<file path="config.mk">
export PLATFORM = sky130hd
export DESIGN_NAME = weight_loader
export DESIGN_NICKNAME = d
export VERILOG_FILES = /design/src/rtl/weight_loader.sv
export SDC_FILE = /design/constraint.sdc
export NUM_CORES = 1
export LEC_CHECK = 0
export BUFFER_PORTS_ARGS = -buffer_cell sky130_fd_sc_hd__buf_2
export CORE_ASPECT_RATIO = 1.1
export CORE_MARGIN = 8
export CORE_UTILIZATION = 50
export DETAILED_ROUTE_END_ITERATION = 10
export PLACE_DENSITY = 0.86
export SLEW_MARGIN = 40
export SYNTH_ARGS = -nofsm -noshare
export SYNTH_HDL_FRONTEND = slang
export SYNTH_SLANG_ARGS = --single-unit
</file>
<file path="constraint.sdc">
create_clock -name clk -period 2.26 [get_ports clk]
set_input_delay 0.452 -clock clk [delete_from_list [all_inputs] [get_ports clk]]
set_output_delay 0.452 -clock clk [all_outputs]
set_load 0.1 [all_outputs]
</file>
<file path="src/rtl/weight_loader.sv">
`default_nettype none
// ============================================================================
// Module   : weight_loader
// Brief    : Streams DEPTH weight bytes from a valid/ready byte interface into
//            neuron_layer as set_weight/set_addr/swr write strobes, then holds
//            swr low for a settle window and pulses done.
// Revision : 1.0 - initial release
// ============================================================================
module weight_loader #(
  parameter int DEPTH     = 32,
  parameter int ADDR_SIZE = 5,
  parameter int SETTLE    = 3
) (
  input  logic                 clk,
  input  logic                 rst,
  input  logic                 start,
  input  logic                 abort,
  input  logic [7:0]           byte_in,
  input  logic                 byte_valid,
  output logic                 byte_ready,
  output logic [7:0]           set_weight,
  output logic [ADDR_SIZE-1:0] set_addr,
  output logic                 swr,
  output logic                 busy,
  output logic                 done
);

  typedef enum logic [1:0] {
    S_IDLE   = 2'd0,
    S_LOAD   = 2'd1,
    S_SETTLE = 2'd2
  } state_t;

  localparam logic [ADDR_SIZE-1:0] C_LAST_IDX    = ADDR_SIZE'(DEPTH - 1);
  localparam logic [3:0]           C_SETTLE_INIT = 4'(SETTLE - 1);

  state_t               state_q, state_d;
  logic [ADDR_SIZE-1:0] idx_q, idx_d;
  logic [3:0]           scnt_q, scnt_d;
  logic [7:0]           weight_q, weight_d;
  logic [ADDR_SIZE-1:0] addr_q, addr_d;
  logic                 swr_q, swr_d;
  logic                 done_q, done_d;

  // Handshake and status decode from state only (abort blocks acceptance).
  always_comb begin
    byte_ready = (state_q == S_LOAD) && !abort;
    busy       = (state_q != S_IDLE);
  end

  // Next-state logic: byte acceptance, write-strobe generation, settle count.
  always_comb begin
    state_d  = state_q;
    idx_d    = idx_q;
    scnt_d   = scnt_q;
    weight_d = weight_q;
    addr_d   = addr_q;
    swr_d    = 1'b0;
    done_d   = 1'b0;
    case (state_q)
      S_IDLE: begin
        if (start) begin
          state_d = S_LOAD;
          idx_d   = '0;
        end
      end
      S_LOAD: begin
        if (abort) begin
          // Abort beats any byte presented in the same cycle, including the last.
          state_d = S_IDLE;
        end else if (byte_valid) begin
          weight_d = byte_in;
          addr_d   = idx_q;
          swr_d    = 1'b1;
          if (idx_q == C_LAST_IDX) begin
            // idx is left at the last address so it never wraps within a load.
            state_d = S_SETTLE;
            scnt_d  = C_SETTLE_INIT;
          end else begin
            idx_d = idx_q + 1'b1;
          end
        end
      end
      S_SETTLE: begin
        if (abort) begin
          state_d = S_IDLE;
        end else if (scnt_q == 4'd0) begin
          state_d = S_IDLE;
          done_d  = 1'b1;
        end else begin
          scnt_d = scnt_q - 4'd1;
        end
      end
      default: begin
        state_d = S_IDLE;
      end
    endcase
  end

  // State and output registers with synchronous reset.
  always_ff @(posedge clk) begin
    if (rst) begin
      state_q  <= S_IDLE;
      idx_q    <= '0;
      scnt_q   <= 4'd0;
      weight_q <= 8'd0;
      addr_q   <= '0;
      swr_q    <= 1'b0;
      done_q   <= 1'b0;
    end else begin
      state_q  <= state_d;
      idx_q    <= idx_d;
      scnt_q   <= scnt_d;
      weight_q <= weight_d;
      addr_q   <= addr_d;
      swr_q    <= swr_d;
      done_q   <= done_d;
    end
  end

  assign set_weight = weight_q;
  assign set_addr   = addr_q;
  assign swr        = swr_q;
  assign done       = done_q;

endmodule
`default_nettype wire
</file>
After elaboration in Yosys (flattened, before gate mapping) --
Index checks and enable logic that the tools add are counted. Widths: inputs -> output; s select.
Word-level totals: bits of input ports 13, word-level logic and storage cells 58, register bits after elaboration 26, output and inout bits 17
Operators by class: equality and inequality tests 13, add/subtract/negate cells 2, multiplexer cells 20, bitwise operators 3, reductions and logical operators 13
Operator list (number):
- $mux 4 | 5
- $mux 5 | 4
- $mux 2 | 6
- $ne 2x2->1 const B | 6
- $pmux 5 s2 | 1
- $pmux 4 s2 | 1
- $ne 3x3->1 const B | 2
- $pmux 2 s3 | 1
- $reduce_and 6->1 | 1
- $reduce_bool 2->1 | 3
- $reduce_or 3->1 | 2
- $add 5x1->5 const B | 1
- $eq 5x5->1 const B | 1
- $reduce_and 5->1 | 1
- $logic_not 4->1 | 1
- $reduce_and 4->1 | 1
- $sub 4x1->4 const B | 1
- $ne 3x2->1 const B | 1
- $not 1->1 | 3
- $reduce_and 3->1 | 1
- $eq 2x1->1 const B | 1
- $eq 2x2->1 const B | 1
- $logic_not 2->1 | 1
- $mux 1 | 2
- 3 further kinds | 3

Longest topological paths before layout --
Gate-level depths: netlist of the first run.
depth in word-level cells 5, mapped depth 7, gate-level depth less buffers 6

Worst setup path after synthesis of the first run --
No wires, ideal clock.
path type flip-flop to flip-flop, start reg state_q[1], end reg scnt_q[1], slack -1.459 ns, required time 2.137 ns, clock period less this slack 3.719 ns, library setup time 0.123 ns, path buffers 1, data arrival time 3.596 ns, cell stages (with the launch flop) 5, cell sequence dfxtp_1 > clkbuf_1 > nor3b_1 > a32oi_1 > mux2_1
Between the ends: cells in the longest elaborated chain, start to end 3, elaborated cells on any way between the ends 10, classes of those cells eq/ne (7); mux (1); reduce/logical (2)
RTL lines:
- from (decl) | RTL line 37 | state_t state_q, state_d;
- from (signal assigned) | RTL line 111 | state_q <= state_d;
- $eq 2x2->1 / $eq 2x1->1 (equally long branches) | RTL line 60 | case (state_q)
- $ne 2x2->1 (no source line), or another cell as far along
- $reduce_and 6->1 (no source line)
- to (signal assigned) | RTL line 113 | scnt_q <= scnt_d;
- to (decl) | RTL line 39 | logic [3:0] scnt_q, scnt_d;
Several ways; a longest one is shown, not always the timed one. A chain may end at the register's enable or synchronous reset.

Worst setup path in the final report of the first run --
start reg idx_q[0], end reg idx_q[3]
Between the ends: cells in the longest elaborated chain, start to end 5, elaborated cells on any way between the ends 8, classes of those cells add/sub (1); eq/ne (2); mux (4); reduce/logical (1)
RTL lines:
- from (decl) | RTL line 38 | logic [ADDR_SIZE-1:0] idx_q, idx_d;
- from (signal assigned) | RTL line 112 | idx_q <= idx_d;
- $add 5x1->5 | RTL line 80 | idx_d = idx_q + 1'b1;
- $mux 5 | RTL line 75 | if (idx_q == C_LAST_IDX) begin
- $mux 5 | RTL line 71 | end else if (byte_valid) begin
- $mux 5 | RTL line 68 | if (abort) begin
- $pmux 5 s2 | RTL line 60
Several ways; a longest one is shown, not always the timed one. The select of a mux whose other input is x is not followed.

==> results of run 1 <==
-- placed cells by master (no fill, tap or decap), types with 2 or more instances in the layout --
master	netlist	routed
inv_1	6	6
dfxtp_1	26	26
nor3_1	3	3
ha_1	3	3
nand3_1	3	3
or4_1	2	2
nand4_1	2	2
buf_2	1	29
o211ai_1	5	5
or3b_1	3	2
clkbuf_4	0	3
nand2_1	28	28
nor2_1	4	4
a21oi_1	17	17
nor3b_1	5	4
nor2b_1	2	2
a31oi_1	2	2
-- where the power goes --
group / internal [uW] / total (uW) / switching [uW]
Combinational: 25.1 / 102 / 76.4
Clock: 98.5 / 230 / 132
Sequential: 464 / 469 / 5.65
Total: 587 / 801 / 214
-- area by class of cell --
| class | instances | area, um^2 | share of cell area [%] |
|---|---|---|---|
| clock buffers | 4 | 36.3 | 2.67 |
| multi-input cells | 97 | 597 | 43.9 |
| well taps | 30 | 37.5 | 2.76 |
| flip-flops and latches | 26 | 520 | 38.3 |
| repair buffers | 29 | 145 | 10.7 |
| inverters | 6 | 22.5 | 1.66 |
-- worst register-to-register path: stages, from the launching register on --
cell	delay [ns]
dfxtp_1	0.37
ha_1	0.22
and3_1	0.18
ha_1	0.24
or3b_4	0.43
or4_1	0.47
a31oi_1	0.16
-- per-layer routing --
metal  part of all wire (%)  routed length (um)  GRT usage (%)
met5                      0                   0              0
met4                    1.5                  40           5.13
met3                    7.6                 201           4.19
met2                     49                1290           23.4
met1                     42                1110           13.3
-- flip-flops by register name (all words and copies together) (netlist names) --
name and flops:
set_weight 8, idx_q 5, set_addr 5, scnt_q 4, state_q 2, done 1
swr 1
-- cells by family after synthesis --
logic type / share of synthesized area, %
simple gates: 26.7
buf+inv: 6.57
fa+ha+maj: 3.18
flops: 44.1
compound gates: 18.5
mux: 0.953
-- worst min-delay path by stage --
stage / to / depth (start not counted) / slack, ns / startpoint
after floorplan: set_addr[4] / 2 / 0.45 / idx_q[4]
after global placement: set_weight[3] / 2 / 0.44 / set_weight[3]
after detailed placement: set_addr[2] / 2 / 0.44 / set_addr[2]
after CTS: set_weight[4] / 3 / 0.35 / byte_in[4]
after global routing: set_weight[7] / 3 / 0.35 / byte_in[7]
final: set_weight[4] / 3 / 0.35 / byte_in[4]
-- stage by stage --
| stage | worst slack, ns | hold WS (ns) | cell area [um^2] | util [%] |
|---|---|---|---|---|
| after floorplan | 0.167 | 0.447 | 1190 | - |
| after global placement | 0.160 | 0.438 | 1320 | 58.6 |
| after detailed placement | 0.101 | 0.444 | 1320 | 58.6 |
| after CTS | 0.0668 | 0.348 | 1360 | 60.2 |
| after global routing | 0.0277 | 0.352 | 1360 | 60.3 |
| final | 0.125 | 0.352 | 1360 | 60.3 |
-- synth_stat cells --
library cell  number
o211ai_1           5
o311ai_0           1
o31ai_1            1
nor3_1             3
a32oi_1            1
a41oi_1            1
o21ai_0            1
nor3b_1            5
nand3_1            3
and3_1             1
and2b_2            1
nor2_1             4
or4_1              2
and4_1             1
nand2_1           28
o2111ai_1          1
or2_2              1
ha_1               3
a211oi_1           1
buf_2              1
mux2_1             1
clkbuf_1           6
o41ai_1            1
nand4_1            2
nor2b_1            2
nand4bb_1          1
inv_1              6
and4bb_2           1
a21oi_1           17
or3b_1             3
a32o_2             1
clkbuf_8           2
or2b_1             1
dfxtp_1           26
o221ai_1           1
a31oi_1            2
-- repair_timing --
| item | CTS | global route |
|---|---|---|
| resized for setup | 0 | 1 |
| setup endpoints to repair | 0 | 1 |
| endpoints found under the hold margin | 0 | 0 |
==> metrics.md, run 1 <==
| Metric | Value |
|---|---|
| Post-DP HPWL | `1950 um` |
| RSZ-0062 raised after global routing | `false` |
| Yosys warns | `0` |
| Power, Total | `801 uW` |
| CTS tree | `done` |
| Worst Hold Class | `in -> reg` |
| Cells after DPL | `188` |
| Clk sinks | `26` |
| Detailed-route DRC error count | `0` |
| Largest net degree at the start of global routing | `29` |
| Run status | `finished, final reports clean` |
| Top Ports | `30` |
| Synth area leader | `dfxtp_1` |
| WS Path Type | `reg -> reg` |
| Nets | `179` |
| Die width | `62.3 um` |
| Die ar. | `4180 um^2` |
| Die H | `67.0 um` |
| Clock Path Buffers | `2` |
| Max Slew Vio Count | `0` |
| Endpoint kind of the worst setup timing path | `flip-flop` |
| Synth unique cells | `36` |
| Worst r2r src | `idx_q[0]` |
| Syn_nets | `154` |
| Final setup TNS | `0 ns` |
| Via count | `1084` |
| Detail Route Antenna Nets | `0` |
| Minimum clock period | `2.13 ns` |
| R2r endpoint | `idx_q[3]` |
| Slew @ Worst Pin | `0.546 ns` |
| Total core area | `2250 um^2` |
| Reg2reg setup slack | `0.13 ns` |
| Cells after synthesis | `138` |
| CTS Root Cell | `clkbuf_4` |
| Syn Area/Cell | `8.56 um^2` |
| Critical Path Source Type | `flip-flop` |
| Initial antenna violation count | `0` |
| Worst-path cell chain | `ha_1 -> and3_1 -> ha_1 -> or3b_4 -> or4_1 -> a31oi_1` |
| Setup bufs post-CTS | `0` |
| DRT iter0 DRCs | `49` |
| Critical path arrival | `2.39 ns` |
| Most used cell, CP | `ha_1` |
| Gp weighted congestion | `0.766` |
| Top cells by area, synth | `dfxtp_1 (44%), nand2_1 (8.9%), a21oi_1 (7.2%)` |
| Final hold violation count | `0` |
| Starting Density | `52.4%` |
| Final Non-Filler Cells | `192` |
| Clock Latency Late Sink | `0.32 ns` |
| Top-area cell type share of the netlist area | `44.1%` |
| CP Depth | `6` |
| Max stage delay on crit path | `0.47 ns` |
| Worst EP required | `2.52 ns` |
| Leak | `0.000560 uW` |
| Number of global-route vias before repair | `1046` |
| # setup viols final | `0` |
| Layout cells sized above 1 | `24.1%` |
| Max Clk Rate | `468 MHz` |
| Crit path from | `idx_q[0]` |
| Worst path top cell family by delay | `simple AND/OR/NAND/NOR gates` |
| Critical Path Sink | `idx_q[3]` |
| Worst rel slew slack | `63.4%` |
| Global Route Usage Sum | `12.8%` |
| GRT overflow | `0` |
| R2R depth | `6` |
| Layout Skew | `0.00192 ns` |
| PwrDens | `590 nW/um^2` |
| Hold buffer count at CTS | `0` |
| CP max-delay cell | `or4_1` |
| IR drop worst, VDD | `359 uV` |
| Post-Route WL | `2640 um` |
| First-pass GRT wire length | `4530 um` |
| Post-DR wirelength/cell | `13.8 um` |
| Fin crit share | `94.5%` |
| H-tree depth | `1` |
| WP buf/inv | `0` |
| PortBufs | `29` |
| Netlist Area Pre-Place | `1180 um^2` |
| Synth Register Bits | `26` |
| Max Cap Viol | `0` |
| Critical path fanouts, max | `8` |
| Sequential share of the synthesized area | `44.1%` |
| FP Rows | `18` |
| Reg clk slew, reported paths | `0.13 ns` |
| Syn-to-layout area delta | `15.0%` |
| Layout fillers | `205` |
| First-pass DRT Iterations | `5` |
| Antenna Cells | `0` |
| Number of buffers created by CTS | `3` |
| Via density | `5.65` |
No activity file was read; power rests on OpenSTA's default activity.
==> run 2: changes to the inputs <==
PLACE_DENSITY = 0.78   (was 0.86)
==> metrics.md, run 2 (synthesis results as in run 1) <==
| Metric | Value |
|---|---|
| Largest net degree at the start of global routing | `29 (unchanged)` |
| Max layer used | `met3` |
| GRT overflow | `0 (unchanged)` |
| Worst-path cell chain | `ha_1 -> and3_1 -> ha_1 -> or3b_4 -> or4_1 -> a31oi_1` |
| Leak | `0.000567 uW (+1.3%)` |
| Core Util, Final | `61.1% (+0.78 points)` |
| Max stage delay on crit path | `0.48 ns (about the same)` |
| Clock power frac | `35.4% (+6.6 points)` |
| Die H | `67.0 um (unchanged)` |
| CTS Root Cell | `clkbuf_4` |
| Worst r2r src | `idx_q[0]` |
| Minimum clock period | `2.13 ns (-0.00831 ns)` |
| Via count | `1081 (-0.28%)` |
| Number of global-route vias before repair | `1037 (-0.86%)` |
| Final WS setup | `0.133 ns (+0.00831 ns)` |
| Layout fillers | `210 (+2.4%)` |
| RSZ-0062 raised after global routing | `false` |
| Sw Share | `24.3% (-2.4 points)` |
| WS Path Type | `reg -> reg` |
| IR drop worst, VDD | `350 uV (-2.5%)` |
| Global Route Usage Sum | `12.2% (-0.56 points)` |
| Detail Route Antenna Nets | `0 (unchanged)` |
| Gp weighted congestion | `0.811 (+5.9%)` |
| Nets | `179 (unchanged)` |
| Final hold violation count | `0 (unchanged)` |
| Reg clk slew, reported paths | `0.13 ns (about the same)` |
| Max FFs per register | `8 (unchanged)` |
| P_int | `668 uW (+14%)` |
| R2r endpoint | `idx_q[3]` |
| Switching power of the nets | `215 uW (+0.46%)` |
| Initial antenna violation count | `0 (unchanged)` |
| Clock Latency Late Sink | `0.31 ns (about the same)` |
| Starting Density | `52.4% (unchanged)` |
| Worst slack, placed | `0.0881 ns (-0.0124 ns)` |
| Critical Path Source Type | `flip-flop` |
| Met2 wire length | `1220 um (-5.3%)` |
| Hold Path Stages | `3 (unchanged)` |
| Via density | `5.63 (-0.28%)` |
| Syn-to-layout area delta | `16.5%` |
| Max Clk Rate | `470 MHz (+0.39%)` |
| Antenna Cells | `0 (unchanged)` |
| WHS Endpoint | `set_weight[5]` |
| Gate power share | `11.5% (-1.2 points)` |
| Layout Skew | `0.00138 ns (-0.000541 ns)` |
| DRT iter0 DRCs | `50 (+2.0%)` |
| # setup viols final | `0 (unchanged)` |
| Detailed-route DRC error count | `0 (unchanged)` |
| Critical path arrival | `2.38 ns (about the same)` |
| Post-DP HPWL | `1960 um (+0.69%)` |
| Post-DR wirelength/cell | `13.3 um (-3.0%)` |
| Slew @ Worst Pin | `0.536 ns (-0.0101 ns)` |
| Worst rel slew slack | `64.0% (+0.68 points)` |
| Sequential share of power | `53.1% (-5.5 points)` |
| Total core area | `2250 um^2 (unchanged)` |
| PortBufs | `29 (unchanged)` |
| Max Cap Viol | `0 (unchanged)` |
| CP max-delay cell | `or4_1` |
| H-tree depth | `1 (unchanged)` |
| Fin crit share | `94.1% (-0.37 points)` |
| WP buf/inv | `0 (unchanged)` |
| Critical path fanouts, max | `8 (unchanged)` |
| Clock Path Buffers | `2 (unchanged)` |
| First-pass DRT Iterations | `4 (-1)` |
| Most frequent cells in the layout | `buf_2 (29), nand2_1 (28), dfxtp_1 (25), a21oi_1 (17), inv_1 (6)` |
| Worst EP required | `2.51 ns (about the same)` |
| Post-Route WL | `2560 um (-3.0%)` |
| Hold Path Origin | `byte_in[5]` |
| Worst path top cell family by delay | `simple AND/OR/NAND/NOR gates` |
| Worst Hold Class | `in -> reg` |
| Die ar. | `4180 um^2 (unchanged)` |
| Setup bufs post-CTS | `0 (unchanged)` |
| Endpoint kind of the worst setup timing path | `flip-flop` |
| Run status | `finished, final reports clean` |
| Top Ports | `30 (unchanged)` |
| Layout cells sized above 1 | `24.7% (+0.62 points)` |
| PwrDens | `642 nW/um^2 (+8.8%)` |
| Final setup TNS | `0 ns (unchanged)` |
| Commonest non-fill, non-tap cell in the layout | `buf_2` |
| FP Rows | `18 (unchanged)` |
| CTS tree | `done` |
| R2R depth | `6 (unchanged)` |
| Max Slew Vio Count | `0 (unchanged)` |
| Met3 Wirelength | `158 um (-21%)` |
| M1 WL | `1180 um (+6.6%)` |
| Most used cell, CP | `ha_1` |
| Clk sinks | `26 (unchanged)` |
| Reg2reg setup slack | `0.13 ns (about the same)` |
| First-pass GRT wire length | `4350 um (-4.0%)` |
| Number of buffers created by CTS | `3 (unchanged)` |
| Die width | `62.3 um (unchanged)` |
run 2: area by class of cell:
cell class | instances | area (um^2) | area share, %
Multi-Input combinational cell | 97 | 597 | 43.4
Sequential cell | 26 | 522 | 37.9
Clock inverter | 1 | 30.0 | 2.18
Clock buffer | 3 | 22.5 | 1.64
Timing Repair Buffer | 29 | 145 | 10.5
Tap cell | 30 | 37.5 | 2.73
Inverter | 6 | 22.5 | 1.64
run 2: worst max-delay path by stage:
stage	to	cells after the start	from	slack [ns]
after floorplan	scnt_q[1]	4	state_q[1]	0.17
after global placement	idx_q[3]	6	idx_q[0]	0.16
after detailed placement	idx_q[3]	6	idx_q[0]	0.09
after CTS	idx_q[3]	6	idx_q[0]	0.05
after global routing	idx_q[3]	6	idx_q[0]	0.01
final	idx_q[3]	6	idx_q[0]	0.13
run 2: what timing repair did:
item	CTS	global route
hold buffers	0	0
setup endpoints to repair	0	1
resized for setup	0	2
run 2: power by group through the flow:
stage | sequential (uW) | combinational (uW) | clock (uW)
after floorplan | 502 | 57.2 | 0
after global placement | 479 | 98.4 | 0
after detailed placement | 479 | 101 | 0
after CTS | 469 | 101 | 327
after global routing | 471 | 108 | 345
final | 469 | 101 | 313
run 2: metal layers:
metal	track usage, %	vias to the layer above
met5	0	-
met4	4.56	0
met3	3.86	0
met2	21.5	30
met1	13.6	512
li1	-	539
run 2: tightest hold or removal path, stage by stage:
cell,delay (ns)
buf_2,0.09
nand2_1,0.04
a21oi_1,0.05
run 2: metrics by stage:
stage          hold WS (ns)  cells  instance area (um^2)  total power, uW
2_1_floorplan         0.447    138                  1190              559
3_3_place_gp          0.439    188                  1320              577
3_5_place_dp          0.448    188                  1320              580
4_1_cts               0.339    192                  1370              897
5_1_grt               0.334    192                  1380              924
6_report              0.354    192                  1380              883
==> run 3: changes to the inputs <==
clock period = 2.7 ns   (was 2.26 ns; I/O delays follow)
==> metrics.md, run 3 (synthesis results as in run 1) <==
| Metric | Value |
|---|---|
| Max FFs per register | `8 (unchanged)` |
| Post-CTS resize count | `0 (unchanged)` |
| Run status | `finished, final reports clean` |
| Setup bufs post-CTS | `0 (unchanged)` |
| Hold buffer count at CTS | `0 (unchanged)` |
| Die H | `67.0 um (unchanged)` |
| Nets | `179 (unchanged)` |
| Layout cells sized above 1 | `23.5% (-1.2 points)` |
| Via count | `1089 (+0.74%)` |
| Worst slack, placed | `0.518 ns (+0.430 ns)` |
| First-pass GRT wire length | `4580 um (+5.4%)` |
| Max Clk Rate | `448 MHz (-4.8%)` |
| Max Cap Viol | `0 (unchanged)` |
| Worst path top cell family by delay | `simple AND/OR/NAND/NOR gates` |
| H-tree depth | `1 (unchanged)` |
| Number of global-route vias before repair | `1021 (-1.5%)` |
| Slew @ Worst Pin | `0.576 ns (+0.0396 ns)` |
| Reg clk slew, reported paths | `0.13 ns (about the same)` |
| GRT overflow | `0 (unchanged)` |
| Detailed-route DRC error count | `0 (unchanged)` |
| Final hold violation count | `0 (unchanged)` |
| Fin crit share | `82.7% (-11 points)` |
| Largest net degree at the start of global routing | `29 (unchanged)` |
| Antenna Cells | `0 (unchanged)` |
| Total core area | `2250 um^2 (unchanged)` |
| Post-DP HPWL | `1970 um (+0.59%)` |
| Number of buffers created by CTS | `3 (unchanged)` |
| Final setup TNS | `0 ns (unchanged)` |
| Clock Latency Late Sink | `0.32 ns (about the same)` |
| Clk sinks | `26 (unchanged)` |
| Most frequent cells in the layout | `buf_2 (29), nand2_1 (28), dfxtp_1 (26), a21oi_1 (17), inv_1 (6)` |
| Worst rel slew slack | `61.4% (-2.7 points)` |
| Minimum clock period | `2.23 ns (+0.107 ns)` |
| DRT iter0 DRCs | `67 (+34%)` |
| Max stage delay on crit path | `0.50 ns (+0.02 ns)` |
| CTS Root Cell | `clkbuf_4` |
| WP buf/inv | `0 (unchanged)` |
| # setup viols final | `0 (unchanged)` |
| Die width | `62.3 um (unchanged)` |
| Clock Path Buffers | `2 (unchanged)` |
| Post-Route WL | `2620 um (+2.5%)` |
| Most used cell, CP | `ha_1` |
| Top Ports | `30 (unchanged)` |
| Critical Path Source Type | `flip-flop` |
| Endpoint kind of the worst setup timing path | `flip-flop` |
| RSZ-0062 raised after global routing | `false` |
| Worst Hold Class | `in -> reg` |
| PortBufs | `29 (unchanged)` |
| Via density | `5.67 (+0.74%)` |
| Post-DR wirelength/cell | `13.7 um (+2.5%)` |
| Starting Density | `52.4% (unchanged)` |
| Reg2reg setup slack | `0.47 ns (+0.33 ns)` |
| PwrDens | `494 nW/um^2 (-23%)` |
| Commonest non-fill, non-tap cell in the layout | `buf_2` |
| Die ar. | `4180 um^2 (unchanged)` |
| Global Route Usage Sum | `13.0% (+0.79 points)` |
| Critical path fanouts, max | `8 (unchanged)` |
| Hold_ws | `0.440 ns (+0.0865 ns)` |
| Worst EP required | `2.95 ns (+0.44 ns)` |
| Leak | `0.000560 uW (-1.3%)` |
| Layout Skew | `0.00434 ns (+0.00297 ns)` |
| IR drop worst, VDD | `429 uV (+22%)` |
| WS Path Type | `reg -> reg` |
| First-pass DRT Iterations | `4 (unchanged)` |
| Gp weighted congestion | `0.832 (+2.6%)` |
| Detail Route Antenna Nets | `0 (unchanged)` |
| CTS tree | `done` |
| Syn-to-layout area delta | `14.3%` |
| Critical path arrival | `2.48 ns (+0.10 ns)` |
| Final WS setup | `0.466 ns (+0.333 ns)` |
| FP Rows | `18 (unchanged)` |
| Worst-path cell chain | `ha_1 -> and3_1 -> ha_1 -> or3b_1 -> or4_1 -> a31oi_1` |
| CP max-delay cell | `or4_1` |
| Max Slew Vio Count | `0 (unchanged)` |
| Initial antenna violation count | `0 (unchanged)` |
-- run 3: cell types whose count changed in the layout (fill, tap and decap cells not counted) --
| cell | delta |
|---|---|
| nor3b_4 | -1 |
| nor3b_2 | +1 |
| dfxtp_1 | +1 |
| dfxtp_2 | -1 |
| or3b_1 | +1 |
| bufinv_16 | -1 |
| clkbuf_8 | +1 |
| or3b_4 | -1 |
-- run 3: worst paths after layout --
check,start,end,cells after the start
worst min register to register,set_addr[4],set_addr[4],2
worst max-delay path,idx_q[0],idx_q[3],6
worst min-delay path,byte_in[6],set_weight[6],3
worst max register to register,idx_q[0],idx_q[3],6
-- run 3: stage by stage --
| stage | utilization, % | cells | power, uW | instance area [um^2] |
|---|---|---|---|---|
| 6_report | 59.9 | 192 | 667 | 1350 |
| 5_1_grt | 59.9 | 192 | 698 | 1350 |
| 4_1_cts | 59.9 | 192 | 678 | 1350 |
| 3_5_place_dp | 58.3 | 188 | 485 | 1310 |
| 3_3_place_gp | 58.3 | 188 | 483 | 1310 |
| 2_1_floorplan | - | 138 | 467 | 1190 |
-- run 3: layout make-up --
| type | count | area [um^2] |
|---|---|---|
| clock buffers | 4 | 36.3 |
| fillers | 226 | 902 |
| inverters | 6 | 22.5 |
| multi-input cells | 97 | 588 |
| flip-flops and latches | 26 | 520 |
| well taps | 30 | 37.5 |
| repair buffers | 29 | 145 |
-- run 3: metal layers --
layer	global-route usage, %	wire length (um)	vias up
met1	14.8	1170	505
met3	3.86	188	2
met4	5.13	34	0
met5	0	0	-
li1	-	-	543
met2	22.6	1230	39
-- run 3: worst reg2reg max path: stages (launching register included) --
cell,delay (ns)
dfxtp_1,0.37
ha_1,0.22
and3_1,0.18
ha_1,0.24
or3b_1,0.48
or4_1,0.50
a31oi_1,0.17
-- run 3: where the power goes --
part | switching, uW | internal [uW]
registers | 4.61 | 388
clock network | 108 | 82.5
logic | 63.5 | 19.6
